**config.mk**
```make
export PLATFORM = sky130hd
export DESIGN_NAME = fetch_pc_gen
export DESIGN_NICKNAME = d
export VERILOG_FILES = /design/src/rtl/fetch_pc_gen.sv
export SDC_FILE = /design/constraint.sdc
export NUM_CORES = 1
export LEC_CHECK = 0
export CORE_UTILIZATION = 49
export DETAILED_ROUTE_END_ITERATION = 8
export PLACE_DENSITY = 0.82
export SLEW_MARGIN = 30
export SYNTH_ARGS = -nofsm -noshare
export SYNTH_HDL_FRONTEND = slang
export SYNTH_SLANG_ARGS = --single-unit
export TNS_END_PERCENT = 20
```
**constraint.sdc**
```tcl
create_clock -name clk -period 2.8 [get_ports clk]
set_clock_uncertainty 0.05 [all_clocks]
set_input_delay 0.42 -clock clk [delete_from_list [all_inputs] [get_ports clk]]
set_output_delay 0.42 -clock clk [all_outputs]
set_load 0.02 [all_outputs]
```
**src/rtl/fetch_pc_gen.sv**
```systemverilog
// Fetch next-PC stage: holds the fetch PC, predicts the next PC from the BTB and a
// 2-bit BHT, registers the IF/ID latch and redirects on EXE-resolved mispredicts.
module fetch_pc_gen #(
    parameter logic [31:0] RESET_PC    = 32'h0000_0000,
    parameter int          BHT_ENTRIES = 16,
    parameter int          BHT_IDXW    = 4
) (
    input  logic        clk,
    input  logic        rstn,
    input  logic        stall,
    input  logic        btb_hit,
    input  logic [31:0] btb_addr,
    input  logic        br_valid,
    input  logic [31:0] br_pc,
    input  logic        br_taken,
    input  logic [31:0] br_target,
    input  logic        br_pred_taken,
    input  logic [31:0] br_pred_target,
    output logic [31:0] pc,
    output logic [31:0] pc_if2id,
    output logic        valid_if2id,
    output logic        pred_taken_if2id,
    output logic [31:0] pred_target_if2id,
    output logic        flush,
    output logic        btb_wr_en
);

    logic [1:0]          bht [BHT_ENTRIES];
    logic [BHT_IDXW-1:0] rd_idx;
    logic [BHT_IDXW-1:0] wr_idx;
    logic                pred;
    logic [31:0]         npc_pred;
    logic                mis;

    function automatic logic [1:0] bht_next(input logic [1:0] cnt, input logic taken);
        if (taken)
            return (cnt == 2'b11) ? cnt : cnt + 2'd1;
        else
            return (cnt == 2'b00) ? cnt : cnt - 2'd1;
    endfunction

    // IF: direction prediction gates the BTB hit
    always_comb begin
        rd_idx   = pc[BHT_IDXW+1:2];
        wr_idx   = br_pc[BHT_IDXW+1:2];
        pred     = btb_hit & bht[rd_idx][1];
        npc_pred = pred ? btb_addr : pc + 32'd4;
    end

    // A taken branch with the right direction but wrong target is still a mispredict
    always_comb begin
        mis       = br_valid & ((br_taken != br_pred_taken) |
                                (br_taken & br_pred_taken & (br_target != br_pred_target)));
        flush     = mis;
        btb_wr_en = br_valid & br_taken & mis;
    end

    // IF -> IF/ID boundary
    always_ff @(posedge clk or negedge rstn) begin
        if (!rstn) begin
            pc                <= RESET_PC;
            pc_if2id          <= 32'd0;
            valid_if2id       <= 1'b0;
            pred_taken_if2id  <= 1'b0;
            pred_target_if2id <= 32'd0;
        end else if (mis) begin
            pc                <= br_taken ? br_target : br_pc + 32'd4;
            pc_if2id          <= 32'd0;
            valid_if2id       <= 1'b0;
            pred_taken_if2id  <= 1'b0;
            pred_target_if2id <= 32'd0;
        end else if (!stall) begin
            pc                <= npc_pred;
            pc_if2id          <= pc;
            valid_if2id       <= 1'b1;
            pred_taken_if2id  <= pred;
            pred_target_if2id <= npc_pred;
        end
    end

    // Training ignores stall so a resolving branch is never lost
    always_ff @(posedge clk or negedge rstn) begin
        if (!rstn) begin
            for (int i = 0; i < BHT_ENTRIES; i++)
                bht[i] <= 2'b01;
        end else if (br_valid) begin
            bht[wr_idx] <= bht_next(bht[wr_idx], br_taken);
        end
    end

endmodule

```
# After elaboration in Yosys (flattened, before gate mapping)
# Index checks and enable logic that the tools add are counted.
dict set report word_totals {
  regBits 130
  elab_cells 67
  out_inout_bits 100
}
dict set report classes {
  n_eq_ne 4
  n_reduce_logical 2
  muxes 24
  n_lt_le_gt_ge 3
  bitwise 9
  addsub 4
}
# operator n
set op_table {}
lappend op_table {{2-to-1 mux 32 bit} 7}
lappend op_table {{adder 32 x 3 -> 32 bit (second input constant)} 2}
lappend op_table {{bitwise mux 32 bit} 1}
lappend op_table {{!= test 32 bit} 1}
lappend op_table {{2-to-1 mux 2 bit} 9}
lappend op_table {{binary-select mux 2 bit (select 4 bit)} 2}
lappend op_table {{>= comparator 5 bit (second input constant)} 2}
lappend op_table {{NOT 4 -> 5 bit} 2}
lappend op_table {{demux 2 bit (select 4 bit)} 1}
lappend op_table {{AND 1 bit} 6}
lappend op_table {{< comparator 5 x 1 -> 1 bit (second input constant)} 1}
lappend op_table {{2-to-1 mux 1 bit} 4}
lappend op_table {{adder 2 x 1 -> 2 bit (second input constant)} 1}
lappend op_table {{equality test 2 bit (second input constant)} 1}
lappend op_table {{zero test 2 bit} 1}
lappend op_table {{!= test 2 x 1 -> 1 bit (second input constant)} 1}
lappend op_table {{subtractor 2 x 1 -> 2 bit (second input constant)} 1}
lappend op_table {{logical AND 1 bit} 1}
lappend op_table {{!= test 1 bit} 1}
lappend op_table {{OR 1 bit} 1}

# Longest topological paths before layout
dict set report logic_depth {
  ltp_word 9
  ltp_mapped 11
  ltp_nobuf 8
}

# Worst setup path after synthesis
# No wires, ideal clock.
dict set report synth_timing {
  path_type {reg-to-reg}
  start {register pc[9]}
  end {register pc[31]}
  n_path_buf 1
  t_required_ns 2.616
  synth_period_minus_slack_ns 2.514
  setup_slack_ns 0.286
  stages_incl_launch_ff 9
  t_arrival_ns 2.329
  cell_sequence {dfrtp_1 > buf_2 > nand4_1 > nor4_2 > nand2_1 > nor4_1 > mux2_2 > a221oi_1 > o22ai_1}
}
dict set report synth_between {
  elab_chain_len 4
}
# element line
set synth_rtl {}
lappend synth_rtl {{from (decl)} 19} ;# output logic [31:0] pc,
lappend synth_rtl {{from (signal assigned)} 67} ;# pc <= br_taken ? br_target : br_pc + 32'd4;
lappend synth_rtl {{from (signal assigned)} 73} ;# pc <= npc_pred;
lappend synth_rtl {{adder 32 x 3 -> 32 bit} 47} ;# npc_pred = pred ? btb_addr : pc + 32'd4;
lappend synth_rtl {{2-to-1 mux 32 bit} 47}
lappend synth_rtl {{2-to-1 mux 32 bit} 72} ;# end else if (!stall) begin
lappend synth_rtl {{2-to-1 mux 32 bit} 66} ;# end else if (mis) begin
# Every way passes these cells. The select of a mux whose other input is x is not followed.
# A chain may end at the register's enable or synchronous reset.

# Worst setup path after layout
dict set report layout_timing {
  start {input port br_pred_target[14]}
  end {output port flush}
}
dict set report layout_between {
  elab_chain_len 4
}
# element line
set layout_rtl {}
lappend layout_rtl {{from (decl)} 18} ;# input logic [31:0] br_pred_target,
lappend layout_rtl {{!= test 32 bit} 53} ;# (br_taken & br_pred_taken & (br_target != br_pred_target)));
lappend layout_rtl {{AND 1 bit} 53}
lappend layout_rtl {{OR 1 bit} 52} ;# mis = br_valid & ((br_taken != br_pred_taken) |
lappend layout_rtl {{AND 1 bit} 52}
lappend layout_rtl {{to (decl)} 24} ;# output logic flush,
# Every way passes these cells.

==> impl_metrics.csv <==
group,metric,value,unit
floorplan,row_count,46,
worst_setup_path,crit_start,"br_pred_target[14]",
clocking,cts_hold_buffers,0,
clocking,cts_root_buffer,"clkbuf_16",
worst_setup_path,rr_startpoint,"pc[2]",
floorplan,initial_utilization,0.508,
floorplan,die_area,0.0172,sq mm
cells_and_area,diodes,0,
grt,met2_usage,0.545,
logic_synthesis,synth_top_area_share,0.349,
run,cap_violations,0,
worst_setup_path,crit_arrival,2290,ps
routing,viasPerCell,5.87,
placement,gp_congestion,0.959,
grt,grt_use_met3,0.0579,
sta,rsz0062_at_grt,"true",
grt,grt_pass1_wl,43.4,mm
logic_synthesis,ys_warn_count,0,
worst_setup_path,worstPathRequired,2330,ps
logic_synthesis,synth.most_common_cell,"nand2_1",
grt,antenna_found_initial,0,
routing,wirelength,27.3,mm
sta,worst_slew_pin_slew,694,ps
clocking,clock-sinks,130,
worst_setup_path,cp_slowest_cell,"clkdlybuf4s50_1",
logic_synthesis,synth_edf_count,0,
logic_synthesis,synthTopCellsByArea,"dfrtp_1 (35%), nand2_1 (6.1%), mux2i_1 (5.9%), xor2_1 (5.8%), dfstp_2 (5.1%)",
routing,drc,0,
logic_synthesis,synthArstFlopShare,1.00,
logic_synthesis,synthFlopType,"dfrtp_1",
sta,fin_crit_sh,0.986,
cells_and_area,finalInstanceArea,0.0119,sq mm
outcome,status,"complete, but fails checks",
clocking,htreeDepth,4,
logic_synthesis,syn_inst,946,
cells_and_area,area_delta_synth_final,45.5,%
grt,grt-ovfl-total,0,
worst_setup_path,critical_path_class,"in2out",
sta,drv_slew,0,
sta,relSlewSlack,0.537,
routing,drt-initial-drc-count,927,
worst_setup_path,cp-end-kind,"primary output",
floorplan,num_io_pins,235,
worst_setup_path,cp_max_fo,2,
sta,whs,-25.9,ps
cells_and_area,fin_nets,1366,
grt,grt_util_met1,0.410,
cells_and_area,drive_above_1_share,0.144,
sta,max_clock_freq,362,MHz
pwr,p_leak,5.03,nW
floorplan,dieWidth,131,um
worst_setup_path,path_cells,"clkdlybuf4s50_1 -> xor2_1 -> nor4_1 -> buf_4 -> nand4_1 -> o211ai_1 -> buf_4 -> nand2_4 -> clkdlybuf4s15_2",
pwr,power,9.18,mW
sta,setup_viol,0,
logic_synthesis,synthTopCellsByCount,"nand2_1 (134), dfrtp_1 (114), nor2_1 (83)",
logic_synthesis,synth.lib_cells_used.distinct,61,
logic_synthesis,syn_area,0.00818,sq mm
outcome,violations,"negative hold slack",
placement,placed_area,0.0113,sq mm
logic_synthesis,synth_top_area_cell,"dfrtp_1",
grt,gr-max-usage-layer,"met2",
floorplan,core-area,0.0161,sq mm
clocking,cts_tree,"done",
placement,hpwl,20.7,mm
pwr,powerDensity,771,mW/mm^2
logic_synthesis,avgSynthCellArea,8.65,sq um
pwr,peakVddDrop,498,uV
routing,antenna_left,0,
clocking,cts_max_path_buffers,2,
worst_setup_path,path_common_cell,"buf_4",
grt,grt_max_degree,75,
clocking,clk_pin_slew,60,ps
logic_synthesis,syn_nets,1087,
logic_synthesis,ys_seq_elements,130,
sta,period_minus_slack,2760,ps
floorplan,die_h,131,um
placement,portBuffers,234,
hold_path,hold_path_class,"in2async",
routing,wire_per_inst,18.7,um
sta,hold_viol,27,
clocking,post_cts_buffers,0,
worst_setup_path,cpPeakStageDelay,470,ps
worst_setup_path,worstSetupStartpointType,"primary input",
routing,dr.pass1.iters,6,
clocking,clk_latency,420,ps
routing,vias,8536,
clocking,numCtsBuffers,17,
grt,grt_pass1_vias,8265,
logic_synthesis,yosysSeqAreaShare,0.400,
grt,grt_usage,0.323,
[path summary, 6_finish.rpt]
kind                                             end  slack, ps  depth (start not counted)
max in group asynchronous                      pc[9]       2020                          2
worst min register to register               bht[14]        410                          2
worst min-delay path            pred_target_if2id[5]        -30                          1
worst max register to register                 pc[3]        130                          9
min in group clk                        pc_if2id[30]        290                          3
worst max-delay path                           flush         40                          9
[power by group]
| part | internal, mW | total, mW | switching [mW] |
|---|---|---|---|
| Sequential | 2.45 | 2.88 | 0.434 |
| Clock | 1.35 | 2.21 | 0.853 |
| Combinational | 1.89 | 4.09 | 2.19 |
[kinds of logic (layout without fill, tap and decap cells)]
logic type | count (synthesis) | count (layout) | share of synthesized area
AND/OR/NAND/NOR | 361 | 361 | 0.207
AO/OA/AOI/OAI | 223 | 223 | 0.164
flip-flops | 130 | 130 | 0.400
buffers and inverters | 87 | 379 | 0.0454
XOR/XNOR | 76 | 76 | 0.0813
multiplexers | 62 | 62 | 0.0917
adder cells (fa/ha/maj) | 7 | 7 | 0.0105
[routing by layer]
layer	routed length [um]	part of all wire	vias up
li1	-	-	3933
met1	10600	0.39	4046
met2	13400	0.49	490
met3	2380	0.087	67
met4	881	0.032	0
met5	0	0	-
[cells in the final DEF, fill, tap and decap left out, types with 8 or more instances in the layout]
master	Yosys	routed
nor2_1	83	83
nand2_1	134	133
xnor2_1	22	22
o21ai_1	11	11
nand3_1	42	42
a21oi_1	72	72
xor2_1	54	54
buf_4	0	90
mux4_2	10	10
clkdlybuf4s50_1	0	230
and3_1	23	23
nor4_1	13	12
dfrtp_1	114	114
dfstp_2	16	16
clkbuf_16	0	17
or3_1	8	8
o21ai_0	58	58
nand4_1	14	14
inv_1	16	16
o211ai_1	21	21
mux2i_1	48	48
nor3_1	10	10
a22oi_1	8	8
[what timing repair did]
item / 4_1_cts / 5_1_grt
gates resized for setup: 5 / 13
pin swaps: 1 / 0
endpoints found under the setup margin: 2 / 12
[state kept, by name (all words and copies together) (netlist names)]
| signal | cells |
|---|---|
| bht | 32 |
| pc | 32 |
| pc_if2id | 32 |
| pred_target_if2id | 32 |
| pred_taken_if2id | 1 |
| valid_if2id | 1 |
[cell type report]
type / count / area (sq um)
clock buffers: 19 / 453
clock inverters: 13 / 135
fillers: 1171 / 4210
inverters: 17 / 63.8
multi-input cells: 729 / 4580
flip-flops and latches: 130 / 3270
well taps: 216 / 270
repair buffers: 330 / 3130
[critical path, delay by kind of cell]
| family | cells | cell delay (ps) |
|---|---|---|
| buffers and inverters | 4 | 1040 |
| xor gates and xnor gates | 1 | 190 |
| AOI/OAI and AO/OA | 1 | 240 |
| and+or+nand+nor | 3 | 410 |
[through the flow]
step	instances	utilization	TNS, ps	worst slack [ps]	hold slack, ps
6_report	1454	0.739	0	39.3	-25.9
3_5_place_dp	1422	0.700	-9810	-273	405
5_1_grt	1454	0.739	-202	-105	25.5
2_1_floorplan	946	-	0	286	74.4
4_1_cts	1454	0.736	0	1.18	3.97
3_3_place_gp	1422	0.700	-13550	-340	400
(Power assumes the default switching activity.)
